## src/rtl/mem_access_stage.sv

```systemverilog
`default_nettype none
// +----------------------------------------------------------------------------+
// | mem_access_stage                                                           |
// | RV32 memory-access stage: load/store request/grant/response sequencing,    |
// | store lane steering, load alignment/extension and pipeline stall control.  |
// | Revision: 1.0                                                              |
// +----------------------------------------------------------------------------+
module mem_access_stage #(
  parameter int RSP_TIMEOUT = 255
) (
  input  logic        clk,
  input  logic        rst_n,
  input  logic        ex_valid,
  input  logic [31:0] ex_pc,
  input  logic [31:0] ex_alu_result,
  input  logic [31:0] ex_store_data,
  input  logic        ex_mem_read,
  input  logic        ex_mem_write,
  input  logic [2:0]  ex_funct3,
  input  logic [4:0]  ex_rd_addr,
  input  logic        ex_reg_write,
  input  logic [1:0]  ex_wb_sel,
  output logic        dmem_req,
  output logic        dmem_we,
  output logic [31:0] dmem_addr,
  output logic [31:0] dmem_wdata,
  output logic [3:0]  dmem_be,
  input  logic        dmem_gnt,
  input  logic        dmem_rvalid,
  input  logic [31:0] dmem_rdata,
  output logic        mem_stall,
  output logic [31:0] pc_o,
  output logic [31:0] alu_result_o,
  output logic [31:0] mem_data_o,
  output logic [4:0]  rd_addr_o,
  output logic        reg_write_o,
  output logic [1:0]  wb_sel_o,
  output logic        misalign_o,
  output logic        bus_err_o
);

  typedef enum logic [1:0] {
    S_IDLE = 2'd0,
    S_ADDR = 2'd1,
    S_DATA = 2'd2,
    S_DONE = 2'd3
  } state_t;

  localparam logic [7:0] c_TIMEOUT_LAST = 8'(RSP_TIMEOUT - 1);

  state_t      r_state;
  state_t      w_next;
  logic [7:0]  r_cnt;
  logic [31:0] r_mem_data;
  logic        r_misalign;
  logic        r_bus_err;

  logic        w_mem_op;
  logic        w_illegal;
  logic        w_misaligned;
  logic        w_fault;
  logic        w_expired;
  logic        w_timeout;
  logic [15:0] w_lane;
  logic [31:0] w_load_data;

  assign w_mem_op  = ex_valid & (ex_mem_read | ex_mem_write);
  assign w_illegal = (ex_funct3[1:0] == 2'b11) | (ex_funct3[2:1] == 2'b11);
  assign w_fault   = w_illegal | w_misaligned;
  assign w_expired = (r_cnt >= c_TIMEOUT_LAST);

  always_comb begin
    w_misaligned = 1'b0;
    case (ex_funct3[1:0])
      2'b01:   w_misaligned = ex_alu_result[0];
      2'b10:   w_misaligned = |ex_alu_result[1:0];
      default: w_misaligned = 1'b0;
    endcase
  end

  // State register
  always_ff @(posedge clk or negedge rst_n) begin
    if (!rst_n) begin
      r_state <= S_IDLE;
    end else begin
      r_state <= w_next;
    end
  end

  // A load granted on the final budgeted cycle has no time left for its
  // response, so expiry outranks a load grant but never a store grant.
  always_comb begin
    w_next    = r_state;
    w_timeout = 1'b0;
    dmem_req  = 1'b0;
    mem_stall = 1'b0;
    case (r_state)
      S_IDLE: begin
        mem_stall = w_mem_op;
        if (w_mem_op) begin
          w_next = w_fault ? S_DONE : S_ADDR;
        end
      end
      S_ADDR: begin
        dmem_req  = 1'b1;
        mem_stall = 1'b1;
        if (dmem_gnt && ex_mem_write) begin
          w_next = S_DONE;
        end else if (w_expired) begin
          w_next    = S_DONE;
          w_timeout = 1'b1;
        end else if (dmem_gnt) begin
          w_next = S_DATA;
        end
      end
      S_DATA: begin
        mem_stall = 1'b1;
        if (dmem_rvalid) begin
          w_next = S_DONE;
        end else if (w_expired) begin
          w_next    = S_DONE;
          w_timeout = 1'b1;
        end
      end
      default: begin
        w_next = S_IDLE;
      end
    endcase
    if (!rst_n) begin
      dmem_req  = 1'b0;
      mem_stall = 1'b0;
    end
  end

  always_ff @(posedge clk or negedge rst_n) begin
    if (!rst_n) begin
      r_cnt      <= 8'd0;
      r_mem_data <= 32'd0;
      r_misalign <= 1'b0;
      r_bus_err  <= 1'b0;
    end else begin
      case (r_state)
        S_IDLE: begin
          if (w_mem_op) begin
            r_cnt      <= 8'd0;
            r_mem_data <= 32'd0;
            r_misalign <= w_fault;
            r_bus_err  <= 1'b0;
          end
        end
        S_ADDR: begin
          r_cnt     <= r_cnt + 8'd1;
          r_bus_err <= w_timeout;
        end
        S_DATA: begin
          r_cnt     <= r_cnt + 8'd1;
          r_bus_err <= w_timeout;
          if (dmem_rvalid) begin
            r_mem_data <= w_load_data;
          end
        end
        default: begin
        end
      endcase
    end
  end

  always_comb begin
    w_lane      = 16'(dmem_rdata >> {ex_alu_result[1:0], 3'b000});
    w_load_data = dmem_rdata;
    case (ex_funct3[1:0])
      2'b00:   w_load_data = ex_funct3[2] ? {24'd0, w_lane[7:0]}
                                          : {{24{w_lane[7]}}, w_lane[7:0]};
      2'b01:   w_load_data = ex_funct3[2] ? {16'd0, w_lane[15:0]}
                                          : {{16{w_lane[15]}}, w_lane[15:0]};
      default: w_load_data = dmem_rdata;
    endcase
  end

  always_comb begin
    dmem_wdata = ex_store_data;
    dmem_be    = 4'b1111;
    if (ex_mem_write) begin
      case (ex_funct3[1:0])
        2'b00: begin
          dmem_wdata = {4{ex_store_data[7:0]}};
          dmem_be    = 4'b0001 << ex_alu_result[1:0];
        end
        2'b01: begin
          dmem_wdata = {2{ex_store_data[15:0]}};
          dmem_be    = ex_alu_result[1] ? 4'b1100 : 4'b0011;
        end
        default: begin
          dmem_wdata = ex_store_data;
          dmem_be    = 4'b1111;
        end
      endcase
    end
  end

  assign dmem_addr    = {ex_alu_result[31:2], 2'b00};
  assign dmem_we      = ex_mem_write;
  assign pc_o         = ex_pc;
  assign alu_result_o = ex_alu_result;
  assign rd_addr_o    = ex_rd_addr;
  assign wb_sel_o     = ex_wb_sel;
  assign mem_data_o   = r_mem_data;
  assign misalign_o   = r_misalign & (r_state == S_DONE);
  assign bus_err_o    = r_bus_err & (r_state == S_DONE);
  assign reg_write_o  = ex_valid & ex_reg_write &
                        ~((r_state == S_DONE) & (r_misalign | r_bus_err));

endmodule
`default_nettype wire

```

## config.mk

```make
export PLATFORM = sky130hd
export DESIGN_NAME = mem_access_stage
export DESIGN_NICKNAME = d
export VERILOG_FILES = /design/src/rtl/mem_access_stage.sv
export SDC_FILE = /design/constraint.sdc
export NUM_CORES = 1
export LEC_CHECK = 0
export ABC_AREA = 0
export BUFFER_PORTS_ARGS = -buffer_cell sky130_fd_sc_hd__buf_2
export CORE_AREA = 2 2 125 127
export DETAILED_ROUTE_END_ITERATION = 8
export DIE_AREA = 0 0 127 129
export GPL_ROUTABILITY_DRIVEN = 1
export GPL_TIMING_DRIVEN = 0
export PLACE_DENSITY_LB_ADDON = 0.1
export SLEW_MARGIN = 20
export SYNTH_ARGS = -nofsm -noshare
export SYNTH_HDL_FRONTEND = slang
export SYNTH_SLANG_ARGS = --single-unit
```

## constraint.sdc

```tcl
create_clock -name clk -period 5.1 [get_ports clk]
set_input_delay 0.765 -clock clk [delete_from_list [all_inputs] [get_ports clk]]
set_output_delay 0.765 -clock clk [all_outputs]
set_load 0.01 [all_outputs]
```

==> results.sh, run 1 <==
export IMPL_run_status="completed"
export IMPL_coreArea_um2=15000
export IMPL_design_power_total_mw=2.07
export IMPL_synth_top_cell_area_share=0.278
export IMPL_cp_startpoint="ex_funct3[1]"
export IMPL_nFillCells=1562
export IMPL_grt_antenna_before_repair=1
export IMPL_grt_pass1_wl_um=21500
export IMPL_vias_per_cell=4.62
export IMPL_ys_ff_latch=44
export IMPL_num_rows=45
export IMPL_finClkSkew_ns=0.00374
export IMPL_rrSetupSlack_ns=2.78
export IMPL_cts_sinks=44
export IMPL_synth_edf_count=0
export IMPL_dpl_hpwl_um=12000
export IMPL_cellPowerDensity_nw_per_um2=368
export IMPL_synth_area_per_cell_um2=8.51
export IMPL_nets=880
export IMPL_clock_fmax_ghz=0.281
export IMPL_initial_core_util=0.265
export IMPL_hold_viol=0
export IMPL_firstDrtPassIters=4
export IMPL_cts_htree_levels=2
export IMPL_required_ns=4.34
export IMPL_r2r_worst_path_cells=7
export IMPL_ios=323
export IMPL_reg2reg_from="r_state[0]"
export IMPL_fin_crit_ns=3.56
export IMPL_synth_area_um2=3960
export IMPL_yosys_warnings=0
export IMPL_crit_arrival_ns=2.79
export IMPL_drc=0
export IMPL_async_flop_share=1.00
export IMPL_whs_ns=0.471
export IMPL_root_buffer="clkbuf_16"
export IMPL_fp_dieW_um=127
export IMPL_fin_util=0.376
export IMPL_cts_buffers=5
export IMPL_ant_nets=0
export IMPL_yosys_cell_count_top_type="buf_4"
export IMPL_worstSetupStartpointType="input pin"
export IMPL_overflow=0
export IMPL_slew_headroom=0.532
export IMPL_ctsHoldBuffers=0
export IMPL_crit_fanout=10
export IMPL_end_kind="output port"
export IMPL_endpoint="dmem_be[1]"
export IMPL_holdCritPathClass="flop to flop"
export IMPL_ys_seq_area_frac=0.278
export IMPL_ir_drop_mv=0.210
export IMPL_clock_latency_ns=0.29
export IMPL_synthFlopType="dfrtp_1"
export IMPL_synthTopCellsByCount="buf_4 (112), nand2_1 (64), dfrtp_1 (44)"
export IMPL_slew_viol_final=0
export IMPL_critPathMaxStageDelay_ns=0.39
export IMPL_fin_tns_setup_ns=0
export IMPL_worstMarginPinSlew_ns=0.702
export IMPL_cts_tree="done"
export IMPL_ctsResizeCount=0
export IMPL_grt_max_degree=47
export IMPL_die_area_um2=16400
export IMPL_path_clk_slew_ns=0.07
export IMPL_io_buffers=250
export IMPL_grt_pass1_vias=3960
export IMPL_area_delta_synth_final_pct=42.2
export IMPL_setup_viol=0
export IMPL_clk_path_buf_depth=2
export IMPL_syn_instance_count=466
export IMPL_finalWirelength_um=14600
export IMPL_vias=4225
export IMPL_leakage_nw=3.13
export IMPL_crit_chain="buf_2 > inv_1 > ha_1 > clkbuf_1 > nor2_1 > nor2b_1 > clkbuf_1 > o21ai_0 > buf_2"
export IMPL_post_drt_wl_per_cell_um=16.0
export IMPL_grt_setup_unrepaired="no"
export IMPL_crit_slowest_cell="clkbuf_1"
export IMPL_die_h_um=129
export IMPL_ys_types=51
export IMPL_synth_area_leader_cell="dfrtp_1"
export IMPL_max_cap_violations=0
export IMPL_cts_setup_buffers=0
export IMPL_drtIter0Drc=181
export IMPL_crit_type="input pin to output port"
export IMPL_multi_input_area_um2=1880
export IMPL_synth_area_leaders="dfrtp_1 (28%), buf_4 (21%), a22o_1 (7.1%), nand2_1 (6.1%), a221o_1 (4.3%)"
export IMPL_gp_congestion=0.827
export IMPL_grtUsageTotal=0.164
export IMPL_finalCritPeriodShare=0.698
export IMPL_timing_rr_end="mem_data_o[22]"
export IMPL_layout_area_seq_um2=1100
export IMPL_layout_drive_gt1_share=0.528
## registers in the layout, summed over array words and instances (netlist names)
| register | count |
|---|---|
| mem_data_o | 32 |
| r_bus_err | 1 |
| r_cnt | 8 |
| r_misalign | 1 |
| r_state | 2 |
## layout make-up
type                       count  area share
multi-input combinational    277       0.334
timing repair buffer         250       0.222
sequential                    44       0.195
buffer                       137       0.169
tap                          188      0.0417
clock buffer                   6      0.0246
clock inverter                 2     0.00688
inverter                       9     0.00599
antenna                        1    0.000444
## where the power goes
part,switching (mW),leakage [nW],internal [mW]
Clock,0.147,0.0871,0.246
Sequential,0.103,0.588,0.500
Combinational,0.616,2.45,0.463
## metrics by stage
step	instances	instance area, um2	setup slack, ns
after global routing	913	5630	1.28
after detailed placement	905	5450	1.49
after floorplan	467	3970	2.25
after global placement	905	5450	1.48
after CTS	913	5630	1.49
final	914	5640	1.54
## critical path, delay by kind of cell
family | cells | cell delay [ns]
and+or+nand+nor | 2 | 0.57
buffers and inverters | 5 | 1.14
adders and majority gates | 1 | 0.16
AOI/OAI and AO/OA | 1 | 0.15
## kinds of logic after synthesis
group / Yosys count / synth area share
buffers and inverters: 146 / 0.249
and+or+nand+nor: 128 / 0.147
AOI/OAI and AO/OA: 121 / 0.251
DFF: 44 / 0.278
muxes: 14 / 0.0391
adders and majority gates: 10 / 0.0316
xor gates and xnor gates: 2 / 0.00442
other: 1 / 0.000946
## per-layer routing
| layer | wire length (um) | vias to the layer above | GRT usage | part of all wire |
|---|---|---|---|---|
| li1 | - | 2068 | - | - |
| met5 | 12 | - | 0 | 0.00082 |
| met4 | 173 | 2 | 0.0336 | 0.012 |
| met1 | 6160 | 1971 | 0.219 | 0.42 |
| met2 | 7210 | 169 | 0.271 | 0.49 |
| met3 | 1040 | 15 | 0.0403 | 0.071 |
## how the worst min path moves through the flow
stage,start,to,slack (ns),depth (start not counted)
after floorplan,r_misalign,r_misalign,0.44,2
after global placement,mem_data_o[0],mem_data_o[0],0.46,2
after detailed placement,mem_data_o[1],mem_data_o[1],0.46,2
after CTS,mem_data_o[1],mem_data_o[1],0.48,2
after global routing,mem_data_o[0],mem_data_o[0],0.50,2
final,mem_data_o[1],mem_data_o[1],0.47,2
## cell usage in the layout (no fill, tap or decap), drive strengths merged, types with 4 or more instances in the layout
cell type,n
a21oi,7
a221o,17
a22o,32
a2bb2oi,7
and2,5
buf,367
clkbuf,26
dfrtp,44
ha,10
inv,9
mux2i,11
nand2,64
nand2b,5
nand3,4
nor2,22
nor2b,13
nor3,5
o211ai,13
o21ai,16
o221ai,8
o22ai,7
(Power assumes the default switching activity.)
==> run 2: changes to the inputs <==
--- a/config.mk
+++ b/config.mk
@@ -5,7 +5,7 @@
 export SDC_FILE = /design/constraint.sdc
 export NUM_CORES = 1
 export LEC_CHECK = 0
-export ABC_AREA = 0
+export ABC_AREA = 1
 export BUFFER_PORTS_ARGS = -buffer_cell sky130_fd_sc_hd__buf_2
 export CORE_AREA = 2 2 125 127
 export DETAILED_ROUTE_END_ITERATION = 8
==> constraint.sdc (replaced) <==
create_clock -name clk -period 3.2 [get_ports clk]
set_input_delay 0.48 -clock clk [delete_from_list [all_inputs] [get_ports clk]]
set_output_delay 0.48 -clock clk [all_outputs]
set_load 0.01 [all_outputs]
==> results.sh, run 2 <==
export IMPL_drc=0
export IMPL_synth_edf_count=0
export IMPL_area_delta_synth_final_pct=40.8
export IMPL_holdCritPathClass="input pin to async pin"
export IMPL_ant_nets=0
export IMPL_die_area_um2=16400
export IMPL_yosys_warnings=0
export IMPL_grt_antenna_before_repair=0
export IMPL_synth_area_leaders="dfrtp_1 (27%), nand2_1 (22%), buf_4 (21%), nand3_1 (5.3%), nor2_1 (5.1%)"
export IMPL_synth_top_cell_area_share=0.270
export IMPL_drtIter0Drc=168
export IMPL_ctsHoldBuffers=0
export IMPL_fp_dieW_um=127
export IMPL_firstDrtPassIters=4
export IMPL_largest_reg_flops=32
export IMPL_path_clk_slew_ns=0.06
export IMPL_clock_latency_ns=0.29
export IMPL_cts_buffers=5
export IMPL_run_status="completed"
export IMPL_leakage_nw=3.58
export IMPL_crit_type="input pin to output port"
export IMPL_slew_viol_final=0
export IMPL_clock_fmax_ghz=0.390
export IMPL_setup_viol=0
export IMPL_grt_setup_unrepaired="no"
export IMPL_synth_area_leader_cell="dfrtp_1"
export IMPL_dpl_hpwl_um=12300
export IMPL_cts_htree_levels=2
export IMPL_ys_seq_area_frac=0.270
export IMPL_crit_fanout=10
export IMPL_final_common_cell="buf_2"
export IMPL_worstSetupStartpointType="input pin"
export IMPL_io_buffers=251
export IMPL_cts_sinks=44
export IMPL_max_cap_violations=0
export IMPL_final_cell_mix="buf_2 (258), nand2_1 (236), buf_4 (116)"
export IMPL_gp_congestion=0.817
export IMPL_crit_arrival_ns=2.08
export IMPL_coreArea_um2=15000
export IMPL_async_flop_share=1.00
export IMPL_syn_instance_count=639
export IMPL_ios=323
export IMPL_initial_core_util=0.272
export IMPL_place_ws_ns=0.587
export IMPL_cellPowerDensity_nw_per_um2=538
export IMPL_yosys_cell_count_top_type="nand2_1"
export IMPL_finalWirelength_um=14600
export IMPL_synth_area_um2=4080
export IMPL_cts_tree="done"
export IMPL_num_rows=45
export IMPL_cts_setup_buffers=0
export IMPL_fin_crit_ns=2.56
export IMPL_synthFlopType="dfrtp_1"
export IMPL_finClkSkew_ns=0.00324
export IMPL_clk_path_buf_depth=2
export IMPL_post_drt_wl_per_cell_um=13.5
export IMPL_fin_tns_setup_ns=0
export IMPL_ctsResizeCount=0
export IMPL_die_h_um=129
export IMPL_ir_drop_mv=0.291
export IMPL_vias_per_cell=4.21
export IMPL_layout_drive_gt1_share=0.438
export IMPL_hold_viol=0
export IMPL_overflow=0
export IMPL_ys_types=28
export IMPL_grt_pass1_wl_um=22200
export IMPL_worstMarginPinSlew_ns=0.593
export IMPL_finalCritPeriodShare=0.802
export IMPL_grtUsageTotal=0.171
export IMPL_ys_ff_latch=44
export IMPL_synthTopCellsByCount="nand2_1 (236), buf_4 (115), nor2_1 (55)"
export IMPL_nets=1054
export IMPL_timing_final_ws_setup_ns=0.635
export IMPL_root_buffer="clkbuf_16"
export IMPL_required_ns=2.72
export IMPL_end_kind="output port"
export IMPL_synth_area_per_cell_um2=6.39
export IMPL_vias=4580
export IMPL_slew_headroom=0.605
export IMPL_grt_pass1_vias=4145
export IMPL_grt_max_degree=47
-- run 2: changes by cell type after synthesis, sizes merged, moves of 14 or more --
cell and change:
nand2 +175, nand3 +42, inv +39, nor2 +35
a22o -32, o21ai +18, a221o -17, clkbuf -14
-- run 2: per-stage QoR --
stage / power, mW / cell area [um2] / utilization / instances / hold WS (ns)
2_1_floorplan: 1.90 / 4080 / - / 640 / 0.184
3_3_place_gp: 2.55 / 5580 / 0.372 / 1079 / 0.462
3_5_place_dp: 2.54 / 5580 / 0.372 / 1079 / 0.460
4_1_cts: 3.15 / 5740 / 0.383 / 1087 / 0.422
5_1_grt: 3.37 / 5740 / 0.383 / 1087 / 0.250
6_report: 3.09 / 5740 / 0.384 / 1088 / 0.196
-- run 2: worst paths after layout --
path	start	to	slack (ns)	depth (start not counted)
worst max register to register	r_state[0]	mem_data_o[25]	1.35	7
max in group asynchronous	rst_n	mem_data_o[21]	2.60	1
worst min register to register	mem_data_o[16]	mem_data_o[16]	0.47	2
worst min-delay path	rst_n	r_misalign	0.20	1
worst max-delay path	ex_funct3[1]	dmem_wdata[23]	0.64	10
min in group clk	mem_data_o[16]	mem_data_o[16]	0.47	2
-- run 2: cell families (layout without fill, tap and decap cells) --
kind of cell,Yosys count,in the layout,synth area share
other cells,1,3,0.000919
flops,44,44,0.270
buf+inv,180,439,0.278
xor+xnor,1,1,0.00215
fa+ha+maj,10,10,0.0307
simple gates,346,346,0.344
compound gates,57,57,0.0736
-- run 2: final cells by class --
class                      instances  area, um2
timing repair buffer             251       1260
buffer                           132        956
fill                            1652       9230
multi-input combinational        416       1850
clock buffer                       6        129
inverter                          48        180
antenna                            1       2.50
clock inverter                     2       35.0
tap                              188        235
sequential                        44       1100
-- run 2: layer usage --
metal	global-route usage	share of wire	vias up
met5	0	0	-
met4	0.0271	0.0049	0
met3	0.0445	0.083	7
met2	0.296	0.47	188
met1	0.219	0.44	1995
li1	-	-	2390
-- run 2: critical path, stage by stage --
cell and delay [ns]:
buf_2 0.11, inv_1 0.06, ha_1 0.25, nor2_2 0.25, nor2_1 0.11, inv_1 0.15, clkbuf_1 0.34, nand2_1 0.09
o21ai_0 0.08, buf_2 0.15
-- run 2: report_power, final --
group	switching (mW)	total [mW]	internal (mW)
logic	0.972	1.58	0.613
registers	0.141	0.927	0.786
clock network	0.214	0.582	0.367
